===== src/rtl/sr_latch_driver_if.sv =====
// Request and feedback bundle between control logic, the SR latch driver and the SR gate.
// The slave side belongs to the driver; master is the surrounding environment.
interface sr_latch_driver_if;
  logic req_valid;
  logic req_level;
  logic req_ready;
  logic s_out;
  logic r_out;
  logic q_fb;
  logic qbar_fb;
  logic done;
  logic err;
  logic level;
  logic level_valid;

  modport master (
    output req_valid, req_level, q_fb, qbar_fb,
    input  req_ready, s_out, r_out, done, err, level, level_valid
  );

  modport slave (
    input  req_valid, req_level, q_fb, qbar_fb,
    output req_ready, s_out, r_out, done, err, level, level_valid
  );
endinterface


===== src/rtl/sr_latch_driver.sv =====
// Drives a fixed-width set or reset pulse into a latching SR gate and confirms the
// resulting state through synchronised Q/Qbar feedback, with a bounded timeout.
module sr_latch_driver #(
  parameter int PULSE_CYCLES   = 4,
  parameter int TIMEOUT_CYCLES = 16,
  parameter int SYNC_STAGES    = 2
) (
  input logic          clk,
  input logic          reset,
  sr_latch_driver_if.slave bus
);
  localparam int CNT_MAX = (PULSE_CYCLES > TIMEOUT_CYCLES) ? PULSE_CYCLES : TIMEOUT_CYCLES;
  localparam int CNT_W   = (CNT_MAX > 1) ? $clog2(CNT_MAX) : 1;
  localparam logic [CNT_W-1:0] PULSE_LAST   = CNT_W'(PULSE_CYCLES - 1);
  localparam logic [CNT_W-1:0] TIMEOUT_LAST = CNT_W'(TIMEOUT_CYCLES - 1);
  localparam logic [CNT_W-1:0] CNT_ONE      = CNT_W'(1);

  localparam logic [1:0] IDLE  = 2'd0;
  localparam logic [1:0] PULSE = 2'd1;
  localparam logic [1:0] WAIT  = 2'd2;

  logic [1:0]             state_r;
  logic [CNT_W-1:0]       cnt_r;
  logic                   lvl_r;
  logic                   req_ready_r;
  logic                   s_out_r;
  logic                   r_out_r;
  logic                   done_r;
  logic                   err_r;
  logic                   level_r;
  logic                   level_valid_r;
  logic [SYNC_STAGES-1:0] q_sync_r;
  logic [SYNC_STAGES-1:0] qbar_sync_r;
  logic                   q_s;
  logic                   qbar_s;
  logic                   match_s;
  logic                   accept_s;
  logic                   accept_match_s;

  // Feedback is only trusted when Q and Qbar disagree, so a floating gate never confirms.
  always_comb begin
    q_s            = q_sync_r[SYNC_STAGES-1];
    qbar_s         = qbar_sync_r[SYNC_STAGES-1];
    match_s        = (q_s != qbar_s) && (q_s == lvl_r);
    accept_match_s = (q_s != qbar_s) && (q_s == bus.req_level);
    accept_s       = bus.req_valid && req_ready_r && (state_r == IDLE);
  end

  // Synchroniser chains for the asynchronous gate feedback.
  always_ff @(posedge clk) begin
    if (reset) begin
      q_sync_r    <= '0;
      qbar_sync_r <= '0;
    end else begin
      q_sync_r    <= {q_sync_r[SYNC_STAGES-2:0], bus.q_fb};
      qbar_sync_r <= {qbar_sync_r[SYNC_STAGES-2:0], bus.qbar_fb};
    end
  end

  // Request acceptance, pulse generation and confirmation sequencing.
  always_ff @(posedge clk) begin
    if (reset) begin
      state_r       <= IDLE;
      cnt_r         <= '0;
      lvl_r         <= 1'b0;
      req_ready_r   <= 1'b0;
      s_out_r       <= 1'b0;
      r_out_r       <= 1'b0;
      done_r        <= 1'b0;
      err_r         <= 1'b0;
      level_r       <= 1'b0;
      level_valid_r <= 1'b0;
    end else begin
      done_r <= 1'b0;
      err_r  <= 1'b0;
      case (state_r)
        IDLE: begin
          if (accept_s) begin
            lvl_r       <= bus.req_level;
            req_ready_r <= 1'b0;
            cnt_r       <= '0;
            if (accept_match_s) begin
              done_r <= 1'b1;
            end else begin
              state_r <= PULSE;
              s_out_r <= bus.req_level;
              r_out_r <= ~bus.req_level;
            end
          end else begin
            req_ready_r <= 1'b1;
          end
        end
        PULSE: begin
          if (cnt_r == PULSE_LAST) begin
            s_out_r <= 1'b0;
            r_out_r <= 1'b0;
            cnt_r   <= '0;
            state_r <= WAIT;
          end else begin
            cnt_r <= cnt_r + CNT_ONE;
          end
        end
        WAIT: begin
          // A match on the last counted cycle still beats the timeout.
          if (match_s) begin
            done_r        <= 1'b1;
            level_r       <= lvl_r;
            level_valid_r <= 1'b1;
            req_ready_r   <= 1'b1;
            state_r       <= IDLE;
          end else if (cnt_r == TIMEOUT_LAST) begin
            err_r         <= 1'b1;
            level_valid_r <= 1'b0;
            req_ready_r   <= 1'b1;
            state_r       <= IDLE;
          end else begin
            cnt_r <= cnt_r + CNT_ONE;
          end
        end
        default: begin
          state_r     <= IDLE;
          s_out_r     <= 1'b0;
          r_out_r     <= 1'b0;
          req_ready_r <= 1'b0;
          cnt_r       <= '0;
        end
      endcase
    end
  end

  assign bus.req_ready   = req_ready_r;
  assign bus.s_out       = s_out_r;
  assign bus.r_out       = r_out_r;
  assign bus.done        = done_r;
  assign bus.err         = err_r;
  assign bus.level       = level_r;
  assign bus.level_valid = level_valid_r;

  sr_latch_driver_chk u_chk (
    .clk   (clk),
    .reset (reset),
    .s_out (s_out_r),
    .r_out (r_out_r),
    .done  (done_r),
    .err   (err_r)
  );
endmodule

module sr_latch_driver_chk (
  input logic clk,
  input logic reset,
  input logic s_out,
  input logic r_out,
  input logic done,
  input logic err
);
  a_no_forbidden: assert property (@(posedge clk) disable iff (reset) !(s_out && r_out));
  a_done_err_excl: assert property (@(posedge clk) disable iff (reset) !(done && err));
endmodule


===== src/flat_wrapper.sv =====
// flat-port wrapper written by rule: the top's interface ports become plain ports
module sr_latch_driver_flat 
#(
  parameter int PULSE_CYCLES   = 4,
  parameter int TIMEOUT_CYCLES = 16,
  parameter int SYNC_STAGES    = 2
)
  (clk, reset, bus_req_valid, bus_req_level, bus_q_fb, bus_qbar_fb, bus_req_ready, bus_s_out, bus_r_out, bus_done, bus_err, bus_level, bus_level_valid);
  sr_latch_driver_if bus_i ();
  input logic clk;
  input logic reset;
  input wire logic [$bits(bus_i.req_valid)-1:0] bus_req_valid;
  input wire logic [$bits(bus_i.req_level)-1:0] bus_req_level;
  input wire logic [$bits(bus_i.q_fb)-1:0] bus_q_fb;
  input wire logic [$bits(bus_i.qbar_fb)-1:0] bus_qbar_fb;
  output wire logic [$bits(bus_i.req_ready)-1:0] bus_req_ready;
  output wire logic [$bits(bus_i.s_out)-1:0] bus_s_out;
  output wire logic [$bits(bus_i.r_out)-1:0] bus_r_out;
  output wire logic [$bits(bus_i.done)-1:0] bus_done;
  output wire logic [$bits(bus_i.err)-1:0] bus_err;
  output wire logic [$bits(bus_i.level)-1:0] bus_level;
  output wire logic [$bits(bus_i.level_valid)-1:0] bus_level_valid;
  assign bus_i.req_valid = bus_req_valid;
  assign bus_i.req_level = bus_req_level;
  assign bus_i.q_fb = bus_q_fb;
  assign bus_i.qbar_fb = bus_qbar_fb;
  assign bus_req_ready = bus_i.req_ready;
  assign bus_s_out = bus_i.s_out;
  assign bus_r_out = bus_i.r_out;
  assign bus_done = bus_i.done;
  assign bus_err = bus_i.err;
  assign bus_level = bus_i.level;
  assign bus_level_valid = bus_i.level_valid;
  sr_latch_driver #(.PULSE_CYCLES(PULSE_CYCLES), .TIMEOUT_CYCLES(TIMEOUT_CYCLES), .SYNC_STAGES(SYNC_STAGES)) u_core (.clk(clk), .reset(reset), .bus(bus_i));
endmodule

===== config.mk =====
export PLATFORM = sky130hd
export DESIGN_NAME = sr_latch_driver_flat
export DESIGN_NICKNAME = d
export VERILOG_FILES = /design/src/rtl/sr_latch_driver_if.sv /design/src/rtl/sr_latch_driver.sv /design/src/flat_wrapper.sv
export SDC_FILE = /design/constraint.sdc
export NUM_CORES = 1
export LEC_CHECK = 0
export CAP_MARGIN = 15
export CORE_MARGIN = 8
export CORE_UTILIZATION = 55
export DETAILED_ROUTE_END_ITERATION = 8
export PLACE_DENSITY = 0.82
export SYNTH_ARGS = -nofsm -noshare
export SYNTH_HDL_FRONTEND = slang
export SYNTH_SLANG_ARGS = --single-unit
export TNS_END_PERCENT = 30

===== constraint.sdc =====
create_clock -name clk -period 3.7 [get_ports clk]
set_input_delay 0.37 -clock clk [delete_from_list [all_inputs] [get_ports clk]]
set_output_delay 0.37 -clock clk [all_outputs]
set_load 0.05 [all_outputs]

# Word level (Yosys, flattened, before mapping)
# Cells that the tools add are included.
# totals
register_bits	18
in_bits	6
out_inout_bits	7
word_cells	72
# classes
addsub	1
n_eq_ne	13
n_mux	29
bitwise_logic	3
n_reduce_logical	14
# ops
op	count
$mux 4	4
$mux 1	14
$pmux 4 s3	1
$mux 2	5
$pmux 1 s3	3
$reduce_and 2->1	4
$reduce_and 4->1	2
$ne 2x2->1 const B	3
$pmux 2 s3	1
$add 4x1->4 const B	1
$eq 4x2->1 const B	1
$eq 4x4->1 const B	1
$logic_and 1x1->1	4
$ne 2x1->1 const B	2
$ne 3x1->1 const B	1
$not 1->1	3
$reduce_and 3->1	1
$reduce_or 3->1	1
$eq 1x1->1	2
$eq 2x1->1 const B	1
$eq 2x2->1 const B	1
$logic_not 2->1	1
$pmux 1 s2	1
$reduce_bool 2->1	1
$ne 1x1->1	1

# Logic depth before layout (Yosys ltp)
# Gate-level depths: netlist of run 1.
# depth
word_depth	5
depth_mapped	6
depth_no_buf	6

# Least setup slack after synthesis of run 1
# Ideal clock, no wire load.
# synth_path
path_kind	reg2reg
from	reg u_core.req_ready_r, in the netlist u_core.bus.req_ready
to	reg u_core.r_out_r, in the netlist u_core.bus.r_out
setup_time_ns	0.070
t_arrival_ns	1.737
required_ns	3.630
setup_slack_ns	1.892
path_stages_with_launch	5
n_path_buf	0
synth_period_minus_slack_ns	1.808
cell_sequence	dfxtp_1 > nand2_1 > o31a_1 > or4b_1 > a21oi_1
# synth_between
elab_chain_cells	4
# synth_lines
item	line_no	text
start, declared	sr_latch_driver.sv:25	logic req_ready_r;
start signal, assigned	sr_latch_driver.sv:66	req_ready_r <= 1'b0;
start signal, assigned	sr_latch_driver.sv:80	req_ready_r <= 1'b0;
start signal, assigned	sr_latch_driver.sv:90	req_ready_r <= 1'b1;
$logic_and 1x1->1 (2 in a row)	sr_latch_driver.sv:46	accept_s = bus.req_valid && req_ready_r && (state_r == IDLE);
$ne 2x1->1 (no source line)	--	
$reduce_and 4->1 (no source line)	--	
end signal, assigned	sr_latch_driver.sv:87	r_out_r <= ~bus.req_level;
end, declared	sr_latch_driver.sv:27	logic r_out_r;
# Every way passes these cells.
# A chain may end at the register's enable or synchronous reset.

# Final worst setup path of run 1
# layout_path
from	reg u_core.req_ready_r, in the netlist u_core.bus.req_ready
to	out bus_req_ready
# layout_lines
item	line_no	text
end, declared	flat_wrapper.sv:16	output wire logic [$bits(bus_i.req_ready)-1:0] bus_req_ready;
# No word-level cell between the ends.

==> flow_summary.ini, run 1 <==
[yosys]
synth_area_um2 = 854.6
synth_cell_type_count = 31
yosysSeqAreaShare = 0.4217
yosysWarningCount = 0
synthCells = 94
avgSynthCellArea_um2 = 9.091
ys_seq_elements = 18
yosys-top-cells-area = dfxtp_1 (42%), ha_1 (5.9%), nor2b_1 (4.4%)
synthesis.nets = 104
yosys.area.top_type = dfxtp_1
netlist.area_leader.share = 0.4217

[power]
cellPowerDensity_nw_per_um2 = 499.3
seq_power_share = 0.435
p_sw_frac = 0.3405
p_leak_nw = 0.3704
ir_worst_vdd_uv = 277.5
comb_power_share = 0.326
p_sw_mw = 0.1740
internal_power_mw = 0.3370
clock_power_share = 0.239
p_total_mw = 0.5111

[route]
route.detailed.drc = 0
viasPerCell = 6.169
postRouteWirelength_um = 1763
wl_per_cell_um = 14.22
first_pass_iters = 4
ant_nets = 0
via_count = 765
first_iter_violations = 14

[clock_tree]
post-cts-setup-buffers = 0
cts_tree = yes
postCtsHoldBufs = 0
clk_pin_slew_ns = 0.11
cts_htree_levels = 1
cts_resized = 0
cts_buffers = 3
cts_root_buf = clkbuf_4
clkLatencyLatePin_ns = 0.29
clockBufferDepth = 2
cts.sinks = 18

[setup_path]
critPathMaxStageDelay_ns = 0.83
crit_path_end_kind = output port
crit_fanout = 5
path_class = flop to output port
arrival_ns = 1.53
critPathTopFamily = buffers and inverters
crit_chain = clkdlybuf4s50_1
crit_slowest_cell = clkdlybuf4s50_1
crit_buf_inv = 1
required_ns = 3.33
crit_path_start_kind = flop

[place]
io_buffer_count = 12
dp.cells = 120
placed_area_um2 = 987.2
hpwl_um = 1278
place.gp.congestion = 0.8221

[global_routing]
grt_usage = 0.1219
first_global_vias = 776
met1_usage = 0.1349
grt_pass1_wl_um = 3243
globalRoute.totalOverflow = 0
gr-max-usage-layer = met2
antenna_found_initial = 0
grt_max_degree = 23
met2_usage = 0.2099
use_met3 = 0.03881

[timing]
fin_crit_sh = 0.5144
setup_viol = 0
max_slew_margin = 0.5109
period_needed_ns = 1.903
drv_slew = 0
setup_tns_ns = 0
skew_ns = 0.006331
worstMarginPinSlew_ns = 0.7314
hold_ws_ns = 0.4478
rsz0062_at_grt = no
max_freq_ghz = 0.5254
final-hold-violation-count = 0

[flow_run]
timing.max_cap.violations = 0

[floorplan]
die_w_um = 55.42
num_rows = 14
die_h_um = 55.42
ioPinCount = 13
initial_core_util = 0.5739
die_area_um2 = 3071
core_area_um2 = 1489

[min_path]
holdCritPathClass = flop to flop

[cells_and_area]
drive_above_1_share = 0.06481
final_cell_mix = dfxtp_1 (18), clkdlybuf4s50_1 (12), nand2_1 (8), a21oi_1 (7)
fin_area_um2 = 1023
fin_nets = 119
syn2layout_area_growth_pct = 19.77
layout_commonest_cell = dfxtp_1
final_cells = 124
antenna_cells = 0

[outcome]
status = finished, final reports clean
final timing paths:
check                        start                    end  cells after the start  slack, ns
max           u_core.bus.req_ready          bus_req_ready                      1       1.80
min          u_core.qbar_sync_r[0]  u_core.qbar_sync_r[1]                      1       0.45
max reg2reg        u_core.cnt_r[0]       u_core.bus.r_out                      5       1.80
min reg2reg  u_core.qbar_sync_r[0]  u_core.qbar_sync_r[1]                      1       0.45
metal layers:
layer / routed length [µm] / share of wire / vias up
li1: - / - / 376
met3: 100 / 0.057 / 4
met4: 24 / 0.014 / 0
met1: 805 / 0.46 / 362
met2: 832 / 0.47 / 23
met5: 0 / 0 / -
synth_stat cells (all sizes together):
library cell	instances
nor3b	3
inv	6
a21bo	1
a31oi	1
dfxtp	18
o32ai	2
nand4bb	2
nor2	2
nor4	1
a21oi	7
and3b	2
a311oi	2
ha	4
nor2b	6
or3	3
nand2	8
nand4	2
o21bai	2
o31ai	2
or4b	1
nand3	3
mux2i	1
nand2b	1
clkbuf	2
o21a	1
a211oi	3
o31a	1
o21ai	6
a41o	1
cell type report:
class | instances | area, µm²
Fill cell | 125 | 465.4
Multi-Input combinational cell | 68 | 464.2
Sequential cell | 18 | 360.3
Timing Repair Buffer | 12 | 120.1
Clock buffer | 4 | 36.28
Inverter | 6 | 22.52
Tap cell | 16 | 20.02
through the flow:
stage | worst slack, ns | util
after floorplan | 1.892 | -
after global routing | 1.628 | 0.6874
after global placement | 1.614 | 0.6630
after detailed placement | 1.579 | 0.6630
final | 1.797 | 0.6874
after CTS | 1.778 | 0.6874
cell families (layout without fill, tap and decap cells):
logic type,after synthesis,in the layout,share of synthesized area
and+or+nand+nor,34,34,0.2445
AOI/OAI and AO/OA,29,29,0.2284
DFF,18,18,0.4217
buffers and inverters,8,22,0.03514
adders and majority gates,4,4,0.05857
muxes,1,1,0.01171
registers in the layout (all words and copies together), names as in the netlist:
register,flops
u_core.bus.done,1
u_core.bus.err,1
u_core.bus.level,1
u_core.bus.level_valid,1
u_core.bus.r_out,1
u_core.bus.req_ready,1
u_core.bus.s_out,1
u_core.cnt_r,4
u_core.lvl_r,1
u_core.q_sync_r,2
u_core.qbar_sync_r,2
u_core.state_r,2
power by group through the flow:
| stage | combinational, mW | clock, mW | sequential [mW] |
|---|---|---|---|
| floorplan | 0.0914 | 0 | 0.256 |
| CTS | 0.166 | 0.125 | 0.222 |
| detailed placement | 0.163 | 0 | 0.227 |
| global placement | 0.160 | 0 | 0.226 |
| global route | 0.183 | 0.135 | 0.225 |
| finish | 0.167 | 0.122 | 0.222 |
Note: power is estimated with default switching activity, not from simulation.
==> inputs of run 2 (changes only) <==
Settings changed: CORE_UTILIZATION 55 to 46, PLACE_DENSITY 0.82 to 0.73.
Clock period 3.7 ns to 1.6 ns, I/O delays scaled along.
==> flow_summary.ini, run 2 (synthesis results as in run 1) <==
[timing]
final-hold-violation-count = 0
skew_ns = 0.007084
period_needed_ns = 1.530
hold_ws_ns = 0.2182
max_slew_margin = 0.7279
fin_crit_sh = 0.9560
drv_slew = 0
rsz0062_at_grt = yes
worstMarginPinSlew_ns = 0.4072
max_freq_ghz = 0.6537
setup_viol = 0

[clock_tree]
cts_buffers = 3
cts_tree = yes
clkLatencyLatePin_ns = 0.30
clk_pin_slew_ns = 0.10
cts.sinks = 18
cts_root_buf = clkbuf_4
postCtsHoldBufs = 0
cts_htree_levels = 1
clockBufferDepth = 2

[floorplan]
die_area_um2 = 3493
ioPinCount = 13
die_h_um = 59.10
core_area_um2 = 1745
initial_core_util = 0.4896
die_w_um = 59.10
num_rows = 15

[cells_and_area]
multiInputGateArea_um2 = 491.7
largest_reg_flops = 4
fill_cells = 146
seqCellArea_um2 = 370.4
antenna_cells = 0
final_cell_mix = buf_4 (20), dfxtp_1 (12), nand2_1 (8), a21oi_1 (7), nor2b_1 (6)
drive_above_1_share = 0.3306
layout_commonest_cell = buf_4
max_flop_register = u_core.cnt_r
fin_nets = 132
syn2layout_area_growth_pct = 35.14

[place]
io_buffer_count = 12
hpwl_um = 1319
place.gp.congestion = 0.8569

[outcome]
status = finished, final reports clean

[global_routing]
antenna_found_initial = 0
grt_pass1_wl_um = 2877
first_global_vias = 688
globalRoute.totalOverflow = 0
grt_max_degree = 15
grt_usage = 0.1070

[power]
ir_worst_vdd_uv = 735.5
p_total_mw = 1.239
p_leak_nw = 0.4674
cellPowerDensity_nw_per_um2 = 1073

[route]
postRouteWirelength_um = 1723
first_iter_violations = 10
route.detailed.drc = 0
ant_nets = 0
via_count = 794
first_pass_iters = 4
wl_per_cell_um = 11.80
viasPerCell = 5.438

[setup_path]
crit_fanout = 4
required_ns = 1.83
arrival_ns = 1.76
path_class = flop to flop
crit_path_end_kind = flop
crit_path_start_kind = flop

[flow_run]
timing.max_cap.violations = 0

[min_path]
holdCritPathClass = input pin to flop
run 2: changes by cell type in the layout (fill, tap and decap cells not counted), moves of 5 or more:
cell             before  now
dfxtp_2               0    5
clkdlybuf4s50_1      12    4
buf_4                 0   20
dfxtp_1              18   12
run 2: what timing repair did:
item,CTS,global route
setup buffers,1,0
pin swaps,2,3
gates resized for setup,1,13
endpoints found under the setup margin,1,7
run 2: cell type report:
class,count,area share
clock buffer,4,0.03142
tap,25,0.02709
sequential,18,0.3207
timing repair buffer,25,0.1755
multi-input combinational,68,0.4258
inverter,6,0.01950
run 2: power by group:
part | internal (mW) | switching (mW) | leakage (nW)
clock | 0.139 | 0.142 | 0.0210
sequential | 0.494 | 0.0263 | 0.149
combinational | 0.198 | 0.240 | 0.297
total | 0.831 | 0.408 | 0.467
run 2: metrics by stage:
step | cell area (µm²) | std cells | worst slack [ns] | setup TNS, ns | util
after global routing | 1155 | 146 | -0.01294 | -0.01350 | 0.6616
after global placement | 1080 | 141 | -0.2319 | -0.6868 | 0.6186
final | 1155 | 146 | 0.07033 | 0 | 0.6616
after floorplan | 863.3 | 94 | 0.07577 | 0 | -
after detailed placement | 1080 | 141 | -0.2690 | -0.8076 | 0.6186
after CTS | 1125 | 146 | 0.001944 | 0 | 0.6444
run 2: critical path: stages, from the launching register on:
cell	delay, ns
dfxtp_2	0.36
and3b_1	0.19
o31a_1	0.30
or4b_1	0.51
a21oi_1	0.12
run 2: metal layers:
layer | GRT usage | vias to the layer above | wire (µm)
met4 | 0.07167 | 0 | 45
li1 | - | 408 | -
met3 | 0.02386 | 5 | 67
met2 | 0.1573 | 16 | 762
met1 | 0.1347 | 365 | 848
met5 | 0 | - | 0
run 2: worst paths after layout:
check / from / to / slack (ns) / cells after the start
worst min register to register: u_core.qbar_sync_r[0] / u_core.qbar_sync_r[1] / 0.44 / 1
worst max-delay path: u_core.qbar_sync_r[1] / u_core.bus.r_out / 0.07 / 4
worst min-delay path: bus_req_level / u_core.lvl_r / 0.22 / 3
worst max register to register: u_core.qbar_sync_r[1] / u_core.bus.r_out / 0.07 / 4
==> inputs of run 3 (changes only) <==
==> constraint.sdc (replaced) <==
create_clock -name clk -period 1.6 [get_ports clk]
set_input_delay 0.32 -clock clk [delete_from_list [all_inputs] [get_ports clk]]
set_output_delay 0.32 -clock clk [all_outputs]
set_load 0.05 [all_outputs]
==> flow_summary.ini, run 3 (synthesis results as in run 1) <==
[outcome]
status = finished, final reports clean

[route]
drt-met1-wl_um = 919
wl_met3_um = 62
postRouteWirelength_um = 1900
route.met2.wl_um = 898
dr.max_layer_used = met4
wl_per_cell_um = 12.75
viasPerCell = 5.383
ant_nets = 0
route.detailed.drc = 0
via_count = 802
first_pass_iters = 4
first_iter_violations = 14

[clock_tree]
cts.sinks = 18
clk_pin_slew_ns = 0.10
clkLatencyLatePin_ns = 0.29
cts_buffers = 3
cts_tree = yes
clockBufferDepth = 2
cts_root_buf = clkbuf_4
cts_htree_levels = 1

[floorplan]
initial_core_util = 0.4896
die_w_um = 59.10
core_area_um2 = 1745
ioPinCount = 13
die_area_um2 = 3493
num_rows = 15
die_h_um = 59.10

[min_path]
min_from = u_core.qbar_sync_r[0]
min_to = u_core.qbar_sync_r[1]
holdCritPathClass = flop to flop
hold-path-cell-count = 1

[power]
p_leak_nw = 0.4762
p_total_mw = 1.280
ir_worst_vdd_uv = 750.7
cellPowerDensity_nw_per_um2 = 1061

[global_routing]
grt_pass1_wl_um = 3029
grt_max_degree = 11
grt_usage = 0.1087
antenna_found_initial = 0
globalRoute.totalOverflow = 0
first_global_vias = 722

[setup_path]
required_ns = 1.83
r2r-start = u_core.state_r[1]
rr_worst_depth = 5
crit_path_end_kind = flop
regToRegSetupSlack_ns = 0.01
crit_fanout = 7
crit_path_start_kind = flop
arrival_ns = 1.82
path_class = flop to flop
r2r_end = u_core.bus.r_out

[timing]
max_slew_margin = 0.7022
fin_crit_sh = 0.9922
hold_ws_ns = 0.4419
drv_slew = 0
final-hold-violation-count = 0
setup_viol = 0
worstMarginPinSlew_ns = 0.4457
period_needed_ns = 1.588
skew_ns = 0.006735
setup_tns_ns = 0
max_freq_ghz = 0.6299

[flow_run]
timing.max_cap.violations = 0

[cells_and_area]
final_cells = 149
drive_above_1_share = 0.3710
syn2layout_area_growth_pct = 41.14
fin_area_um2 = 1206
fill_cells = 136
layout_commonest_cell = buf_4
final_cell_mix = buf_4 (23), dfxtp_1 (12), nand2_1 (8), nor2b_1 (6)
multiInputGateArea_um2 = 524.3
fin_nets = 135
largest_reg_flops = 4
seqCellArea_um2 = 370.4
antenna_cells = 0
max_flop_register = u_core.cnt_r

[place]
io_buffer_count = 12
dp.cells = 142
placed_area_um2 = 1087
place.gp.congestion = 0.8590
hpwl_um = 1338
## run 3: cell count changes in the layout (fill, tap and decap cells not counted), moves of 2 or more
cell,before,now
a21oi_2,0,2
ha_2,2,0
a21oi_1,7,5
buf_4,20,23
ha_4,0,3
## run 3: worst max-delay path, cell delays in order (launching register included)
cell	delay, ns
dfxtp_2	0.35
buf_4	0.14
ha_4	0.17
o21bai_2	0.21
or4b_1	0.53
a21oi_2	0.12
## run 3: how the worst max path moves through the flow
stage                                     from  depth (start not counted)                to  slack (ns)
after global placement           bus_req_level                          5  u_core.bus.r_out       -0.39
after floorplan           u_core.bus.req_ready                          4  u_core.bus.r_out        0.08
after CTS                    u_core.state_r[0]                          5  u_core.bus.r_out      0.0009
after global routing         u_core.state_r[1]                          5  u_core.bus.r_out       -0.02
final                        u_core.state_r[1]                          5  u_core.bus.r_out        0.01
after detailed placement         bus_req_level                          5  u_core.bus.r_out       -0.45
## run 3: layout make-up
cell class,count,share of cell area
sequential,18,0.3071
clock buffer,4,0.03008
tap,25,0.02593
multi-input combinational,68,0.4346
timing repair buffer,28,0.1836
inverter,6,0.01867
## run 3: metrics by stage
| step | util | setup slack [ns] |
|---|---|---|
| 3_3_place_gp | 0.6229 | -0.3915 |
| 5_1_grt | 0.6910 | -0.02142 |
| 6_report | 0.6910 | 0.01240 |
| 4_1_cts | 0.6430 | 0.0009351 |
| 3_5_place_dp | 0.6229 | -0.4452 |
| 2_1_floorplan | - | 0.07577 |
## run 3: metal layers
metal | GRT usage | vias to the layer above
met4 | 0.04096 | 0
met2 | 0.1760 | 13
met3 | 0.02820 | 4
li1 | - | 414
met5 | 0 | -
met1 | 0.1333 | 371
## run 3: timing repair
action                                  CTS  global route
gates resized for setup                   1            19
hold buffers                              0             0
buffers inserted                          0             3
endpoints found under the setup margin    4             6
pin swaps                                 1             6
## run 3: power by group
group	internal (mW)	switching [mW]	total, mW
Sequential	0.494	0.0282	0.522
Clock	0.138	0.137	0.276
Combinational	0.221	0.260	0.482
Total	0.854	0.426	1.28
